--- src/rtl/fetch_decode_sequencer.sv ---
// ----------------------------------------------------------------------------
// fetch_decode_sequencer
//
// Fetches one instruction word per request over a req/ack memory port and
// latches it with its PC. It classifies the opcode into a one-hot encoding
// type and hands inst/pc/type to the extract unit over a valid/ready
// handshake. It also handles control-flow redirects and memory ack timeouts.
//
// Optional feature macro: FETCH_ILLEGAL_TRAP_EN
//   defined   : a captured word with an unrecognised opcode or inst[1:0]!=2'b11
//               raises illegal with dec_valid. After it is consumed, the
//               sequencer parks in TRAP until a redirect or reset arrives.
//   undefined : illegal is tied low. Unrecognised words pass with dec_en=0.
//
// Ports
//   clk, reset            clock and synchronous active-high reset
//   mem_req/mem_addr      fetch request; held with a stable address until ack
//   mem_ack/mem_rdata     fetch completion and instruction word
//   redirect/redirect_pc  single-cycle control-flow redirect and new PC
//   dec_valid/dec_ready   handshake to the decode stage
//   dec_inst/dec_pc       latched instruction and its PC
//   dec_en                one-hot {J,U,B,S,I,R}; 0 means unrecognised
//   fetch_fault           sticky ack-timeout indication
//   illegal               unrecognised-instruction flag
// ----------------------------------------------------------------------------
module fetch_decode_sequencer #(
    parameter logic [31:0] RESET_PC    = 32'h0000_0000,
    parameter int unsigned ACK_TIMEOUT = 16
) (
    input  logic        clk,
    input  logic        reset,
    output logic        mem_req,
    output logic [31:0] mem_addr,
    input  logic        mem_ack,
    input  logic [31:0] mem_rdata,
    input  logic        redirect,
    input  logic [31:0] redirect_pc,
    output logic        dec_valid,
    input  logic        dec_ready,
    output logic [31:0] dec_inst,
    output logic [31:0] dec_pc,
    output logic [5:0]  dec_en,
    output logic        fetch_fault,
    output logic        illegal
);

    typedef enum logic [2:0] {
        S_FETCH,
        S_VALID,
        S_DISCARD,
        S_FAULT,
        S_TRAP
    } state_t;

    localparam logic [31:0] TIMEOUT_LIM = ACK_TIMEOUT;

    function automatic logic [5:0] decode_en(input logic [6:0] op);
        case (op)
            7'b0110011: decode_en = 6'b000001;                 // R
            7'b0010011, 7'b0000011,
            7'b1100111, 7'b1110011: decode_en = 6'b000010;     // I
            7'b0100011: decode_en = 6'b000100;                 // S
            7'b1100011: decode_en = 6'b001000;                 // B
            7'b0110111, 7'b0010111: decode_en = 6'b010000;     // U
            7'b1101111: decode_en = 6'b100000;                 // J
            default:    decode_en = 6'b000000;
        endcase
    endfunction

    state_t      state, state_n;
    logic [31:0] pc, pc_n;        // address of the current / outstanding fetch
    logic [31:0] pend, pend_n;    // redirect target held while DISCARD drains
    logic [31:0] cnt, cnt_n;      // cycles spent waiting for mem_ack
    logic [31:0] inst_q, inst_n;
    logic [31:0] dpc_q, dpc_n;
    logic [5:0]  en_q, en_n;
    logic [31:0] redir_tgt;
    logic [31:0] cnt_inc;
    logic        timeout_hit;
    logic [5:0]  cap_en;
`ifdef FETCH_ILLEGAL_TRAP_EN
    logic        ill_q, ill_n;
`endif

    always_ff @(posedge clk) begin
        if (reset) begin
            state  <= S_FETCH;
            pc     <= RESET_PC;
            pend   <= 32'h0;
            cnt    <= 32'h0;
            inst_q <= 32'h0;
            dpc_q  <= 32'h0;
            en_q   <= 6'h0;
`ifdef FETCH_ILLEGAL_TRAP_EN
            ill_q  <= 1'b0;
`endif
        end else begin
            state  <= state_n;
            pc     <= pc_n;
            pend   <= pend_n;
            cnt    <= cnt_n;
            inst_q <= inst_n;
            dpc_q  <= dpc_n;
            en_q   <= en_n;
`ifdef FETCH_ILLEGAL_TRAP_EN
            ill_q  <= ill_n;
`endif
        end
    end

    always_comb begin
        state_n   = state;
        pc_n      = pc;
        pend_n    = pend;
        cnt_n     = cnt;
        inst_n    = inst_q;
        dpc_n     = dpc_q;
        en_n      = en_q;
`ifdef FETCH_ILLEGAL_TRAP_EN
        ill_n     = ill_q;
`endif
        redir_tgt   = redirect_pc & 32'hFFFF_FFFC;
        cnt_inc     = cnt + 32'd1;
        timeout_hit = (ACK_TIMEOUT != 0) && (cnt_inc == TIMEOUT_LIM);
        cap_en      = decode_en(mem_rdata[6:0]);

        case (state)
            S_FETCH: begin
                if (redirect) begin
                    cnt_n = 32'h0;
                    if (mem_ack) begin
                        // Request already completed: drop the word, refetch at target.
                        pc_n = redir_tgt;
                    end else begin
                        // Request cannot be withdrawn; drain it in DISCARD.
                        pend_n  = redir_tgt;
                        state_n = S_DISCARD;
                    end
                end else if (mem_ack) begin
                    cnt_n   = 32'h0;
                    inst_n  = mem_rdata;
                    dpc_n   = pc;
                    en_n    = cap_en;
`ifdef FETCH_ILLEGAL_TRAP_EN
                    ill_n   = (cap_en == 6'h0) || (mem_rdata[1:0] != 2'b11);
`endif
                    state_n = S_VALID;
                end else if (timeout_hit) begin
                    cnt_n   = 32'h0;
                    state_n = S_FAULT;
                end else begin
                    cnt_n = cnt_inc;
                end
            end

            S_VALID: begin
                // A redirect wins even if the handshake completes this cycle.
                if (redirect) begin
                    pc_n    = redir_tgt;
                    state_n = S_FETCH;
`ifdef FETCH_ILLEGAL_TRAP_EN
                    ill_n   = 1'b0;
`endif
                end else if (dec_ready) begin
`ifdef FETCH_ILLEGAL_TRAP_EN
                    if (ill_q) begin
                        state_n = S_TRAP;
                    end else begin
                        pc_n    = pc + 32'd4;
                        state_n = S_FETCH;
                    end
`else
                    pc_n    = pc + 32'd4;
                    state_n = S_FETCH;
`endif
                end
            end

            S_DISCARD: begin
                if (redirect) begin
                    cnt_n  = 32'h0;
                    pend_n = redir_tgt;
                    if (mem_ack) begin
                        pc_n    = redir_tgt;
                        state_n = S_FETCH;
                    end
                end else if (mem_ack) begin
                    cnt_n   = 32'h0;
                    pc_n    = pend;
                    state_n = S_FETCH;
                end else if (timeout_hit) begin
                    cnt_n   = 32'h0;
                    state_n = S_FAULT;
                end else begin
                    cnt_n = cnt_inc;
                end
            end

            S_FAULT, S_TRAP: begin
                // Parked; late acks ignored until a redirect restarts fetch.
                cnt_n = 32'h0;
                if (redirect) begin
                    pc_n    = redir_tgt;
                    state_n = S_FETCH;
`ifdef FETCH_ILLEGAL_TRAP_EN
                    ill_n   = 1'b0;
`endif
                end
            end

            default: state_n = S_FETCH;
        endcase

        // Outputs are forced low while reset is asserted.
        mem_req     = !reset && ((state == S_FETCH) || (state == S_DISCARD));
        mem_addr    = reset ? 32'h0 : pc;
        dec_valid   = !reset && (state == S_VALID);
        dec_inst    = reset ? 32'h0 : inst_q;
        dec_pc      = reset ? 32'h0 : dpc_q;
        dec_en      = reset ? 6'h0 : en_q;
        fetch_fault = !reset && (state == S_FAULT);
`ifdef FETCH_ILLEGAL_TRAP_EN
        illegal     = !reset && ill_q;
`else
        illegal     = 1'b0;
`endif
    end

endmodule

--- config.mk ---
export PLATFORM = sky130hd
export DESIGN_NAME = fetch_decode_sequencer
export DESIGN_NICKNAME = d
export VERILOG_FILES = /design/src/rtl/fetch_decode_sequencer.sv
export SDC_FILE = /design/constraint.sdc
export NUM_CORES = 1
export LEC_CHECK = 0
export CELL_PAD_IN_SITES_DETAIL_PLACEMENT = 0
export CELL_PAD_IN_SITES_GLOBAL_PLACEMENT = 1
export CORE_AREA = 2 2 185 187
export DETAILED_ROUTE_END_ITERATION = 8
export DIE_AREA = 0 0 187 189
export GPL_TIMING_DRIVEN = 0
export PLACE_DENSITY_LB_ADDON = 0.2
export SLEW_MARGIN = 40
export SYNTH_ARGS = -nofsm -noshare
export SYNTH_HDL_FRONTEND = slang
export SYNTH_SLANG_ARGS = --single-unit
--- constraint.sdc ---
create_clock -name clk -period 7 [get_ports clk]
set_input_delay 1.75 -clock clk [delete_from_list [all_inputs] [get_ports clk]]
set_output_delay 1.75 -clock clk [all_outputs]
set_load 0.005 [all_outputs]
Word level (Yosys, flattened, before mapping)
Index checks and enable logic that the tools add are counted.

Flip-flop bits (word level): 169. Bits of input ports: 69. Output and inout port bits: 106. Word-level logic and storage cells: 81.

$add $sub $neg: 2. Equality and inequality tests: 23. Multiplexer cells: 31. Bitwise logic cells: 1. Reductions and logical operators: 17.

Operator list (number): 32-bit 2-to-1 mux (15); 32-bit one-hot mux with 2 select lines (2); 32-bit one-hot mux with 4 select lines (1); 6-bit one-hot mux with 6 select lines (1); 32-bit by 1-bit adder with 32-bit output, second input constant (1); 32-bit by 3-bit adder with 32-bit output, second input constant (1); 32-bit by 5-bit equality test with 1-bit output, second input constant (1); 3-bit 2-to-1 mux (10); 7-bit equality test, second input constant (4); 7-bit by 6-bit equality test with 1-bit output, second input constant (3); 7-bit by 5-bit equality test with 1-bit output, second input constant (2); 3-bit inequality test, second input constant (4); 3-bit one-hot mux with 4 select lines (1); 2-bit inequality test, second input constant (4); 4-bit AND reduction (2); 7-bit by 2-bit equality test with 1-bit output, second input constant (1); 3-bit by 2-bit equality test with 1-bit output, second input constant (2); 6-bit 2-to-1 mux (1); 2-bit OR reduction (3); 5-bit AND reduction (1); 2-bit nonzero test (2); 4-bit nonzero test (1); 4-bit OR reduction (1); 3-bit by 1-bit equality test with 1-bit output, second input constant (1); other kinds (7) (9).

Longest topological paths before layout
Depth in word-level cells: 6. Mapped depth: 11. Gate-level depth less buffers: 9.

Worst setup path before layout
Ideal clock, no wire load.

Kind: input to output. From: in reset. To: out dec_inst[10]. Arrival: 2628 ps. Data required time: 5250 ps. Slack: 2622 ps. Stages on the path: 4. Path buffers: 3. Cells stage by stage: clkbuf_1 clkbuf_1 clkbuf_1 nor2b_1.

Cells in the longest elaborated chain, start to end: 1.

Ends and longest elaborated chain: start: declaration (line 31) `input logic reset,`; 32-bit 2-to-1 mux (line 218) `dec_inst = reset ? 32'h0 : inst_q;`; end: declaration (line 40) `output logic [31:0] dec_inst,`.

No other way between the ends.

Final worst setup path
From: in reset. To: out mem_req.

Cells in the longest elaborated chain, start to end: 2.

Ends and longest elaborated chain: 1-bit zero test (line 215) `mem_req = !reset && ((state == S_FETCH) || (state == S_DISCARD));`; 1-bit logical AND (line 215); end: declaration (line 32) `output logic mem_req,`.

No other way between the ends.

==> results.toml <==
[job]
maxCapViolCount = 0

[yosys]
ys_types = 74
synth_cells = 1305
synth_nets = 1376
synth_warnings = 0
avgSynthCellArea_um2 = 7.333
synth_edf_count = 0
synthFlopType = "dfxtp_1"
ys_seq_area_frac = 0.3494
synth.ff_latch_count = 167
syn_area_um2 = 9569
synthArstFlopShare = 0

[placed_design]
place.gp.congestion = 0.8920
portBuffers = 171
hpwlAfterDp_um = 27760

[worst_setup_path]
reg2reg_depth = 10
required_ns = 5.25
critical_path_arrival_ns = 4.70
start_kind = "input port"
crit_path_end_kind = "output pin"
critPathKind = "input port to output pin"
crit_path_max_fanout = 10

[routing]
drtIter0Drc = 743
ant_nets = 0
remaining_drc_errors = 0
routed_wl_um = 36690
drt_first_pass_iters = 7
route.vias.total = 10030
viasPerCell = 5.123
post_drt_wl_per_cell_um = 18.75

[sta]
fin_crit_ns = 6.455
worst_pin_slew_ns = 0.8256
rsz0062_at_grt = "no"
tns_ns = 0
hold_viol_final = 0
fmax_ghz = 0.1549
finalCritPeriodShare = 0.9221
setup_violations = 0
skew_ns = 0.02120
max_slew_margin = 0.4475
drv_slew = 0

[die]
rows = 67
io_pins = 175
die_height_um = 189
core-area_um2 = 33280
die_w_um = 187
start_util = 0.2875
die_area_um2 = 35340

[clocking]
cts.path.max_buffers = 2
cts_setup_buffers = 0
htreeDepth = 4
root_buffer = "clkbuf_16"
cts_tree = "yes"
cts_resized = 0
cts.clk_slew.worst_paths_ns = 0.07
clock-sinks = 167
cts_buffers = 17
insertion_delay_ns = 0.44
hold_buffers = 0

[finish]
finalNetCount = 1567
drive_gt1_frac = 0.06097
final_core_util = 0.3744
layout_commonest_cell = "nand2_1"
layout_common_cells = "nand2_1, clkdlybuf4s50_1, dfxtp_1, a21oi_1, nor2b_1"
synthToLayoutAreaGrowth_pct = 30.22
diodes = 0

[pwr]
power_density_nw_per_um2 = 189.8
ir_worst_vdd_uv = 149.1
p_leak_nw = 4.218

[outcome]
outcome = "complete, no violations"

[worst_hold_path]
min_delay_path_depth = 2
hp-class = "register to register"

[grt]
grt.overflow.total = 0
grt_max_degree = 18
antenna_found_initial = 0
grt_pass1_vias = 9575
gr-usage-all-layers = 0.2023
grt_pass1_wl_um = 56240
Yosys cell counts, types with 6 or more instances:
| cell | number | area [um^2] |
|---|---|---|
| nand4_1 | 29 | 181.4 |
| a221o_1 | 7 | 70.07 |
| nand2_1 | 281 | 1055 |
| inv_1 | 8 | 30.03 |
| xor2_1 | 20 | 175.2 |
| nor4b_1 | 7 | 61.31 |
| mux2_2 | 6 | 67.56 |
| xnor2_1 | 15 | 131.4 |
| dfxtp_1 | 167 | 3343 |
| nor2_1 | 86 | 322.8 |
| nor3_1 | 32 | 160.2 |
| or4_1 | 9 | 67.56 |
| mux2i_1 | 7 | 70.07 |
| a211oi_1 | 11 | 82.58 |
| o21ai_0 | 49 | 245.2 |
| a31o_1 | 7 | 61.31 |
| buf_1 | 8 | 30.03 |
| nand4b_1 | 11 | 96.34 |
| nor4_1 | 8 | 50.05 |
| clkbuf_1 | 84 | 315.3 |
| a21oi_1 | 137 | 685.7 |
| buf_4 | 10 | 75.07 |
| buf_2 | 12 | 60.06 |
| nand2b_1 | 7 | 43.79 |
| nand3_1 | 43 | 215.2 |
| and4_1 | 9 | 78.83 |
| nor2b_1 | 108 | 675.7 |
| a221oi_1 | 12 | 105.1 |
| a22oi_1 | 10 | 75.07 |
| a32oi_1 | 7 | 61.31 |
| and3_1 | 8 | 50.05 |
path summary, 6_finish.rpt:
| kind | from | endpoint | slack (ns) |
|---|---|---|---|
| worst min register to register | pc[1] | dpc_q[1] | 0.44 |
| worst max register to register | cnt[1] | state[0] | 3.54 |
| worst min-delay path | pc[1] | dpc_q[1] | 0.44 |
| worst max-delay path | reset | mem_req | 0.55 |
report_power, final:
group          switching (mW)  internal, mW
registers              0.0412         0.992
clock network           0.460         0.483
logic                   0.229         0.160
per-layer routing:
| metal | share of wire | GRT usage | vias to the layer above |
|---|---|---|---|
| met1 | 0.46 | 0.2652 | 4707 |
| met5 | 0 | 0 | - |
| met2 | 0.47 | 0.3419 | 299 |
| met3 | 0.046 | 0.03058 | 40 |
| li1 | - | - | 4980 |
| met4 | 0.020 | 0.06349 | 0 |
final cells by class:
cell class | count | area [um^2]
fill | 3590 | 20820
multi-input combinational | 1014 | 5743
sequential | 167 | 3343
timing repair buffer | 172 | 1717
tap | 448 | 560.5
buffer | 116 | 498.0
clock buffer | 19 | 442.9
clock inverter | 13 | 126.4
inverter | 8 | 30.03
registers in the layout (all words and copies together) (netlist names):
register,count
pc,32
dpc_q,32
cnt,32
inst_q,32
en_q,6
pend,30
state,3
worst max-delay path, cell delays in order:
cell	delay (ns)
clkdlybuf4s50_1	0.53
clkbuf_1	0.63
clkbuf_1	0.65
clkbuf_1	0.52
nor3_1	0.14
clkdlybuf4s50_1	0.48
per-stage QoR:
step | setup WS (ns) | cells | power, mW | hold WS [ns] | instance area (um^2)
after floorplan | 2.622 | 1305 | 1.254 | 0.4273 | 9569
after global placement | 0.4337 | 1924 | 1.442 | 0.4317 | 11840
after detailed placement | 0.5045 | 1925 | 1.444 | 0.4428 | 11880
after CTS | 0.4860 | 1957 | 2.394 | 0.4480 | 12450
after global routing | 0.3693 | 1957 | 2.474 | 0.4665 | 12460
final | 0.5451 | 1957 | 2.366 | 0.4428 | 12460
kinds of logic after synthesis:
family          after synthesis  share of synthesized area
mux                          13                    0.01438
simple gates                661                     0.3413
other cells                   1                  0.0003919
compound gates              302                     0.2049
flops                       167                     0.3494
fa+ha+maj                     2                   0.002615
buf+inv                     124                    0.05505
xor+xnor                     35                    0.03204
No activity file was read; power rests on OpenSTA's default activity.
